$ cat config.mk
export PLATFORM = sky130hd
export DESIGN_NAME = serial_tx_sequencer
export DESIGN_NICKNAME = d
export VERILOG_FILES = /design/src/rtl/serial_pkg.sv /design/src/rtl/piso_shreg.sv /design/src/rtl/serial_tx_sequencer.sv
export SDC_FILE = /design/constraint.sdc
export NUM_CORES = 1
export LEC_CHECK = 0
export CAP_MARGIN = 25
export CORE_UTILIZATION = 30
export CTS_CLUSTER_SIZE = 8
export DETAILED_ROUTE_END_ITERATION = 12
export PLACE_DENSITY_LB_ADDON = 0.05
export SETUP_SLACK_MARGIN = 0.15
export SLEW_MARGIN = 30
export SYNTH_ARGS = -nofsm -noshare
export SYNTH_HDL_FRONTEND = slang
export SYNTH_SLANG_ARGS = --single-unit
export TNS_END_PERCENT = 50
$ cat constraint.sdc
create_clock -name clk -period 2.18 [get_ports clk]
set_clock_uncertainty 0.2 [all_clocks]
set_input_delay 0.327 -clock clk [delete_from_list [all_inputs] [get_ports clk]]
set_output_delay 0.327 -clock clk [all_outputs]
set_load 0.01 [all_outputs]
$ cat src/rtl/serial_pkg.sv
// Shared definitions for the serial shift sequencers.
// Provides:
//   seq_state_t  - three-state sequencer FSM encoding (IDLE / SHIFT / GAP)
//   LSB_FIRST, MSB_FIRST - bit-order selectors for the shift register
//   cnt_width()  - counter width helper, never narrower than one bit
package serial_pkg;

  typedef enum logic [1:0] {
    ST_IDLE  = 2'd0,
    ST_SHIFT = 2'd1,
    ST_GAP   = 2'd2
  } seq_state_t;

  localparam int LSB_FIRST = 0;
  localparam int MSB_FIRST = 1;

  // Width of a counter that must hold values 0..n-1. A counter that only
  // ever holds 0 still needs one physical bit.
  function automatic int cnt_width(input int n);
    if (n <= 2) begin
      return 1;
    end
    return $clog2(n);
  endfunction

endpackage

$ cat src/rtl/piso_shreg.sv
// Parallel-load, serial-out shift register.
// Ports:
//   clk   in   clock
//   rst   in   synchronous active-high clear
//   load  in   capture din (takes priority over shift)
//   shift in   advance one position toward the output end, filling with 0
//   din   in   WIDTH parallel word
//   sout  out  current serial bit (bit 0 when DIR=LSB_FIRST, bit WIDTH-1
//              when DIR=MSB_FIRST); comes straight from a flop
// Zeros are shifted in behind the data, so after WIDTH shifts the register
// is empty and sout idles low without any extra gating.
module piso_shreg #(
  parameter int WIDTH = 8,
  parameter int DIR   = 0
) (
  input  logic             clk,
  input  logic             rst,
  input  logic             load,
  input  logic             shift,
  input  logic [WIDTH-1:0] din,
  output logic             sout
);
  import serial_pkg::*;

  logic [WIDTH-1:0] data_reg;
  logic [WIDTH-1:0] data_next;
  logic [WIDTH-1:0] shifted;

  // Per-bit neighbour selection for a one-position move toward the output end.
  genvar gi;
  generate
    for (gi = 0; gi < WIDTH; gi++) begin : g_bit
      if (DIR == MSB_FIRST) begin : g_up
        if (gi == 0) begin : g_fill
          assign shifted[gi] = 1'b0;
        end else begin : g_move
          assign shifted[gi] = data_reg[gi-1];
        end
      end else begin : g_down
        if (gi == WIDTH - 1) begin : g_fill
          assign shifted[gi] = 1'b0;
        end else begin : g_move
          assign shifted[gi] = data_reg[gi+1];
        end
      end
    end
  endgenerate

  always_comb begin
    data_next = data_reg;
    if (load) begin
      data_next = din;
    end else if (shift) begin
      data_next = shifted;
    end
  end

  always_ff @(posedge clk) begin
    if (rst) begin
      data_reg <= '0;
    end else begin
      data_reg <= data_next;
    end
  end

  generate
    if (DIR == MSB_FIRST) begin : g_out_msb
      assign sout = data_reg[WIDTH-1];
    end else begin : g_out_lsb
      assign sout = data_reg[0];
    end
  endgenerate

endmodule

$ cat src/rtl/serial_tx_sequencer.sv
// Word-to-serial transmit sequencer.
// Accepts a parallel word over a valid/ready handshake while idle, then
// presents it one bit per clock with a qualifying enable and frame flag,
// followed by GAP idle cycles before the next word may be accepted.
// Parameters:
//   WIDTH     bits per frame (>= 2)
//   GAP       idle cycles after each frame (>= 0)
//   MSB_FIRST 0: bit 0 first, 1: bit WIDTH-1 first
// Ports:
//   clk          in   clock
//   rst          in   synchronous active-high reset
//   din          in   word to send
//   din_valid    in   producer has a word
//   din_ready    out  word accepted this cycle (decoded from state only)
//   shift_out    out  serial data bit (registered)
//   shift_en     out  shift_out carries a frame bit (registered)
//   frame_active out  high for all WIDTH bit cycles (registered)
//   done         out  one-cycle pulse with the last bit (registered)
module serial_tx_sequencer #(
  parameter int WIDTH     = 8,
  parameter int GAP       = 1,
  parameter int MSB_FIRST = 0
) (
  input  logic             clk,
  input  logic             rst,
  input  logic [WIDTH-1:0] din,
  input  logic             din_valid,
  output logic             din_ready,
  output logic             shift_out,
  output logic             shift_en,
  output logic             frame_active,
  output logic             done
);
  import serial_pkg::*;

  localparam int CW = cnt_width(WIDTH);
  localparam int GW = cnt_width(GAP + 1);

  localparam logic [CW-1:0] BIT_LAST   = CW'(WIDTH - 1);
  localparam logic [CW-1:0] BIT_PENULT = CW'(WIDTH - 2);
  localparam logic [GW-1:0] GAP_LAST   = GW'((GAP > 0) ? GAP - 1 : 0);

  seq_state_t    state_reg;
  logic [CW-1:0] bit_cnt_reg;
  logic [GW-1:0] gap_cnt_reg;
  logic          shift_en_reg;
  logic          frame_active_reg;
  logic          done_reg;

  logic          load;
  logic          shift;

  // Accepting in IDLE loads the word; the first bit is then visible on the
  // register output in the very next cycle. Every SHIFT cycle advances one
  // position, including the last one, which drains the register to zero.
  assign load  = (state_reg == ST_IDLE) && din_valid;
  assign shift = (state_reg == ST_SHIFT);

  piso_shreg #(
    .WIDTH (WIDTH),
    .DIR   (MSB_FIRST)
  ) u_shreg (
    .clk   (clk),
    .rst   (rst),
    .load  (load),
    .shift (shift),
    .din   (din),
    .sout  (shift_out)
  );

  always_ff @(posedge clk) begin
    if (rst) begin
      state_reg        <= ST_IDLE;
      bit_cnt_reg      <= '0;
      gap_cnt_reg      <= '0;
      shift_en_reg     <= 1'b0;
      frame_active_reg <= 1'b0;
      done_reg         <= 1'b0;
    end else begin
      case (state_reg)
        ST_IDLE: begin
          done_reg <= 1'b0;
          if (din_valid) begin
            state_reg        <= ST_SHIFT;
            bit_cnt_reg      <= '0;
            shift_en_reg     <= 1'b1;
            frame_active_reg <= 1'b1;
          end
        end

        ST_SHIFT: begin
          if (bit_cnt_reg == BIT_LAST) begin
            shift_en_reg     <= 1'b0;
            frame_active_reg <= 1'b0;
            done_reg         <= 1'b0;
            gap_cnt_reg      <= '0;
            if (GAP > 0) begin
              state_reg <= ST_GAP;
            end else begin
              state_reg <= ST_IDLE;
            end
          end else begin
            bit_cnt_reg <= bit_cnt_reg + 1'b1;
            // done is registered, so raise it one edge ahead of the last bit.
            done_reg    <= (bit_cnt_reg == BIT_PENULT);
          end
        end

        ST_GAP: begin
          if (gap_cnt_reg == GAP_LAST) begin
            state_reg <= ST_IDLE;
          end else begin
            gap_cnt_reg <= gap_cnt_reg + 1'b1;
          end
        end

        default: begin
          state_reg        <= ST_IDLE;
          shift_en_reg     <= 1'b0;
          frame_active_reg <= 1'b0;
          done_reg         <= 1'b0;
        end
      endcase
    end
  end

  assign din_ready    = (state_reg == ST_IDLE);
  assign shift_en     = shift_en_reg;
  assign frame_active = frame_active_reg;
  assign done         = done_reg;

endmodule

# After elaboration in Yosys (flattened, before gate mapping)
# Index checks and enable logic that the tools add are counted.
# totals
out_inout_bits,5
memories,0
mem_bits_rw,0
reg_bits,16
latch_bits,0
romBits,0
input_bits,11
# op_classes
order_cmp,0
n_eq_ne,8
add_sub_neg,2
muxes,16
div,0
shift,0
bitwise_logic,1
n_reduce_logical,9
multipliers,0
# op_table
cell,n
two-way mux 8 bit,2
AND reduction 3 bit,3
== test 3 bit (second input constant),2
two-way mux 2 bit,3
two-way mux 3 bit,2
!= test 2 bit (second input constant),3
case mux 2 bit (3 select lines),1
case mux 3 bit (2 select lines),1
nonzero test 2 bit,3
two-way mux 1 bit,4
case mux 1 bit (2 select lines),2
adder 3 x 1 -> 3 bit (second input constant),1
case mux 1 bit (3 select lines),1
== test 2 x 1 -> 1 bit (second input constant),1
== test 2 bit (second input constant),1
logical NOT 2 bit,1
!= test 2 x 1 -> 1 bit (second input constant),1
AND reduction 2 bit,1
adder 1 bit (second input constant),1
logical AND 1 bit,1
inverter 1 bit,1

# Depth between registers and ports, before layout
# logic_depth
word_depth,3
ltp_mapped,5

# Cells and area by module
# Synthesis repeated with hierarchy kept, for this count alone.
# hier_totals
cells_unflattened,76
area_unflattened_um2,739.5
# by_module_without_submodules
module,seq_area_each_um2,area_each_um2,cells_each,n_inst
serial_tx_sequencer,140.1,370.4,41,1
piso_shreg,160.2,369.1,35,1

# Least setup slack after synthesis
# OpenSTA, ideal clock, no wires.
# synth_path
path_kind,flip-flop to flip-flop
startpoint,reg bit_cnt_reg[0]
endpoint,reg bit_cnt_reg[1]
path_stages_with_launch,6
t_arrival_ps,1223
slack_ps,624
path_buffers,0
cell_sequence,dfxtp_1 > ha_1 > ha_1 > or3b_4 > nand3_1 > a21oi_1
# synth_via
elab_chain_len,3
elab_cells_between_ends,6
classes_between,add/sub: 1; eq/ne: 2; mux: 2; reduce/logical: 1
# synth_rtl
element,line_no,rtl
"start, declared",serial_tx_sequencer.sv:44,logic [CW-1:0] bit_cnt_reg;
"start signal, assigned",serial_tx_sequencer.sv:103,bit_cnt_reg <= bit_cnt_reg + 1'b1;
adder 3 x 1 -> 3 bit / == test 3 bit (equally long branches),"serial_tx_sequencer.sv:103, serial_tx_sequencer.sv:92",
two-way mux 3 bit / != test 2 bit (equally long branches),n/a,
case mux 3 bit (2 select lines) / AND reduction 3 bit (equally long branches),n/a,
# Parallel ways exist; a longest one is shown, timed or not. The select of a mux whose other input is x is not followed.
# A chain may end at the register's enable or synchronous reset.

# Worst setup path in the final report
# layout_path
startpoint,reg state_reg[0]
endpoint,out din_ready
# layout_via
elab_chain_len,1
# layout_rtl
element,line_no,rtl
"start, declared",serial_tx_sequencer.sv:43,seq_state_t state_reg;
"start signal, assigned",serial_tx_sequencer.sv:73,state_reg <= ST_IDLE;
"start signal, assigned",serial_tx_sequencer.sv:84,state_reg <= ST_SHIFT;
"start signal, assigned",serial_tx_sequencer.sv:98,state_reg <= ST_GAP;
logical NOT 2 bit,serial_tx_sequencer.sv:127,assign din_ready = (state_reg == ST_IDLE);
"end, declared",serial_tx_sequencer.sv:28,"output logic din_ready,"
# Every way passes these cells.

==> summary.txt <==
Post-synth top area share: 0.4188
Placed insts: 118
Pwr Density: 651.2 mW/mm^2
Fmax: 0.5241 GHz
CP max stage cell: clkdlybuf4s50_1
Max Root-Sink Buffers: 2
Buffers and inverters on the worst path: 1
Via count: 610
Setup ws final: 0.2721 ns
Hold Vio Cnt, Final: 0
Worst setup EP type: output port
Dpl ws: 0.4204 ns
Worst Setup Path Type: flip-flop to output port
Worst endpoint data arrival time: 1.38 ns
Hold Crit Start: done
CTS tree: built
CP delay by family, top: buffers and inverters
Die span in y: 50.89 um
P&R area growth vs syn: 23.91%
Fillers: 244
Measured slew at the worst slew-check pin: 0.5808 ns
Cells after Synth: 80
Drt total wl: 1.550 mm
GRT Util Overall: 0.1461
Area contributors post-synth: dfxtp_1, a211oi_1, nor2_1, o2bb2ai_1, ha_1
Hold Path Class: flip-flop to flip-flop
CP startpoint kind: flip-flop
Synth warn: 0
Initial antenna violation count: 0
Syn Area/Cell: 8.962 um^2
Net Count, Synth: 94
CTS HTree Levels: 1
CP Data Required Time: 1.65 ns
Final Net Count: 109
Number of remaining DRC errors: 0
1st-pass router iterations: 2
Mapped cell area: 716.9 um^2
Sequential Area: 302.8 um^2
CP max stage delay: 0.55 ns
Worst-skew pair later-pin latency: 0.28 ns
Crit-path cells: nor2_1 > clkdlybuf4s50_1
Maximum net fanout on the critical path: 12
First-pass GRT wire length: 2.704 mm
Min Tclk post-route: 1.908 ns
Register area share after synthesis: 0.4188
Leak: 0.3380 nW
Sink Count: 15
Status: completed
Die width: 50.89 um
Synthesis-stage register bit count: 15
Final Util: 0.3978
Final setup viols: 0
Largest net degree at the start of global routing: 16
Grt ovf: 0
Max cap viols: 0
WL per Instance: 12.70 um
VDD IR max: 0.0004940 V
Post-route ant nets: 0
Fin cells: 122
Crit share post-route: 0.8752
IO Count: 16
CTS buffer count: 3
Core outline area: 0.002233 mm^2
Max reg flops: 8
Start point of the critical path: state_reg[0]
Unrepaired setup endpoints after global routing: no
Via density: 5.000
Clk root buf: clkbuf_4
Vias in the first global route: 638
Die area: 0.002589 mm^2
ANT cells: 0
Layout cell share with drive strength beyond 1: 0.1064
Cell row count: 17
Initial drt markers: 5
Pins Over Slew Limit: 0
Synth area leader: dfxtp_1
Reg-to-Reg Start: bit_cnt_reg[0]
Synth cell types: 22
PortBufs: 15
Initial Util: 0.3210
Reg clk slew, reported paths: 0.09 ns
Relative slew slack: 0.6116
Area of the multi-input gates: 355.3 um^2
RePlAce Congestion: 0.7713
Setup TNS: 0 ns
[power by group]
group          switching, W  internal [W]
sequential        0.0000161      0.000294
combinational     0.0000469     0.0000581
clock             0.0000925     0.0000711
[cell usage after synthesis]
cell and count:
nand2_1 3, nor2_1 13, o22ai_1 2, a21oi_1 7, o2bb2ai_1 5, or3b_1 1, inv_1 2, dfxtp_1 15
buf_6 3, nand3_1 6, a21o_1 1, clkbuf_1 1, or3b_4 1, ha_1 3, inv_2 1, o21ba_2 1
buf_2 1, nor3b_2 1, a211oi_1 7, nor4b_1 1, buf_4 1, nand2b_1 4
[placed cells by master (no fill, tap or decap)]
| cell | count |
|---|---|
| inv_2 | 1 |
| buf_4 | 1 |
| clkbuf_1 | 1 |
| nor4b_1 | 1 |
| dfxtp_2 | 2 |
| clkbuf_4 | 3 |
| dfxtp_1 | 13 |
| o22ai_1 | 2 |
| a21o_1 | 1 |
| nand2_1 | 3 |
| inv_1 | 2 |
| nor3b_2 | 1 |
| o21ba_2 | 1 |
| nand2b_1 | 4 |
| nor2_1 | 13 |
| a211oi_1 | 7 |
| o2bb2ai_1 | 5 |
| ha_1 | 3 |
| nand3_1 | 6 |
| a21oi_1 | 7 |
| clkdlybuf4s50_1 | 15 |
| or3b_1 | 1 |
| or3b_4 | 1 |
[per-stage QoR]
step | area [um^2] | total power (W) | hold slack (ns)
6_report | 888.4 | 0.0005785 | 0.2728
5_1_grt | 888.4 | 0.0006132 | 0.3140
4_1_cts | 885.9 | 0.0005870 | 0.2778
3_5_place_dp | 859.6 | 0.0004205 | 0.2616
3_3_place_gp | 859.6 | 0.0004206 | 0.2593
2_1_floorplan | 716.9 | 0.0003811 | 0.1998
[metal layers]
layer  up-vias  wire (um)  share of wire  track usage
li1        313          -              -            -
met2        11        733           0.47       0.2311
met1       284        728           0.47       0.1688
met4         0         17          0.011      0.06944
met3         2         70          0.045      0.06250
met5         -          0              0            0
[logic make-up (layout without fill, tap and decap cells)]
kind of cell | count (synthesis) | in the layout | share of synthesized area
AND/OR/NAND/NOR | 30 | 30 | 0.2182
AO/OA/AOI/OAI | 23 | 23 | 0.2251
flip-flops | 15 | 15 | 0.4189
buffers and inverters | 9 | 23 | 0.08550
adder cells (fa/ha/maj) | 3 | 3 | 0.05236
[worst min-delay path, cell delays in order (launching register included)]
cell and delay (ns):
dfxtp_1 0.32, nand3_1 0.06, a21oi_1 0.05
[final timing paths]
check | slack [ns] | to | depth (start not counted)
max | 0.27 | din_ready | 2
min | 0.27 | done | 2
max reg2reg | 0.53 | bit_cnt_reg[1] | 5
min reg2reg | 0.27 | done | 2
[area by class of cell]
cell class,count,area share
sequential,15,0.3408
timing repair buffer,16,0.1775
clock buffer,4,0.02958
inverter,3,0.01268
multi-input combinational,56,0.4000
tap,28,0.03944
[repair_timing]
item / CTS / global route
buffers inserted: 0 / 0
setup endpoints to repair: 0 / 1
hold buffers: 0 / 0
gates resized for setup: 0 / 2
Note: power is estimated with default switching activity, not from simulation.
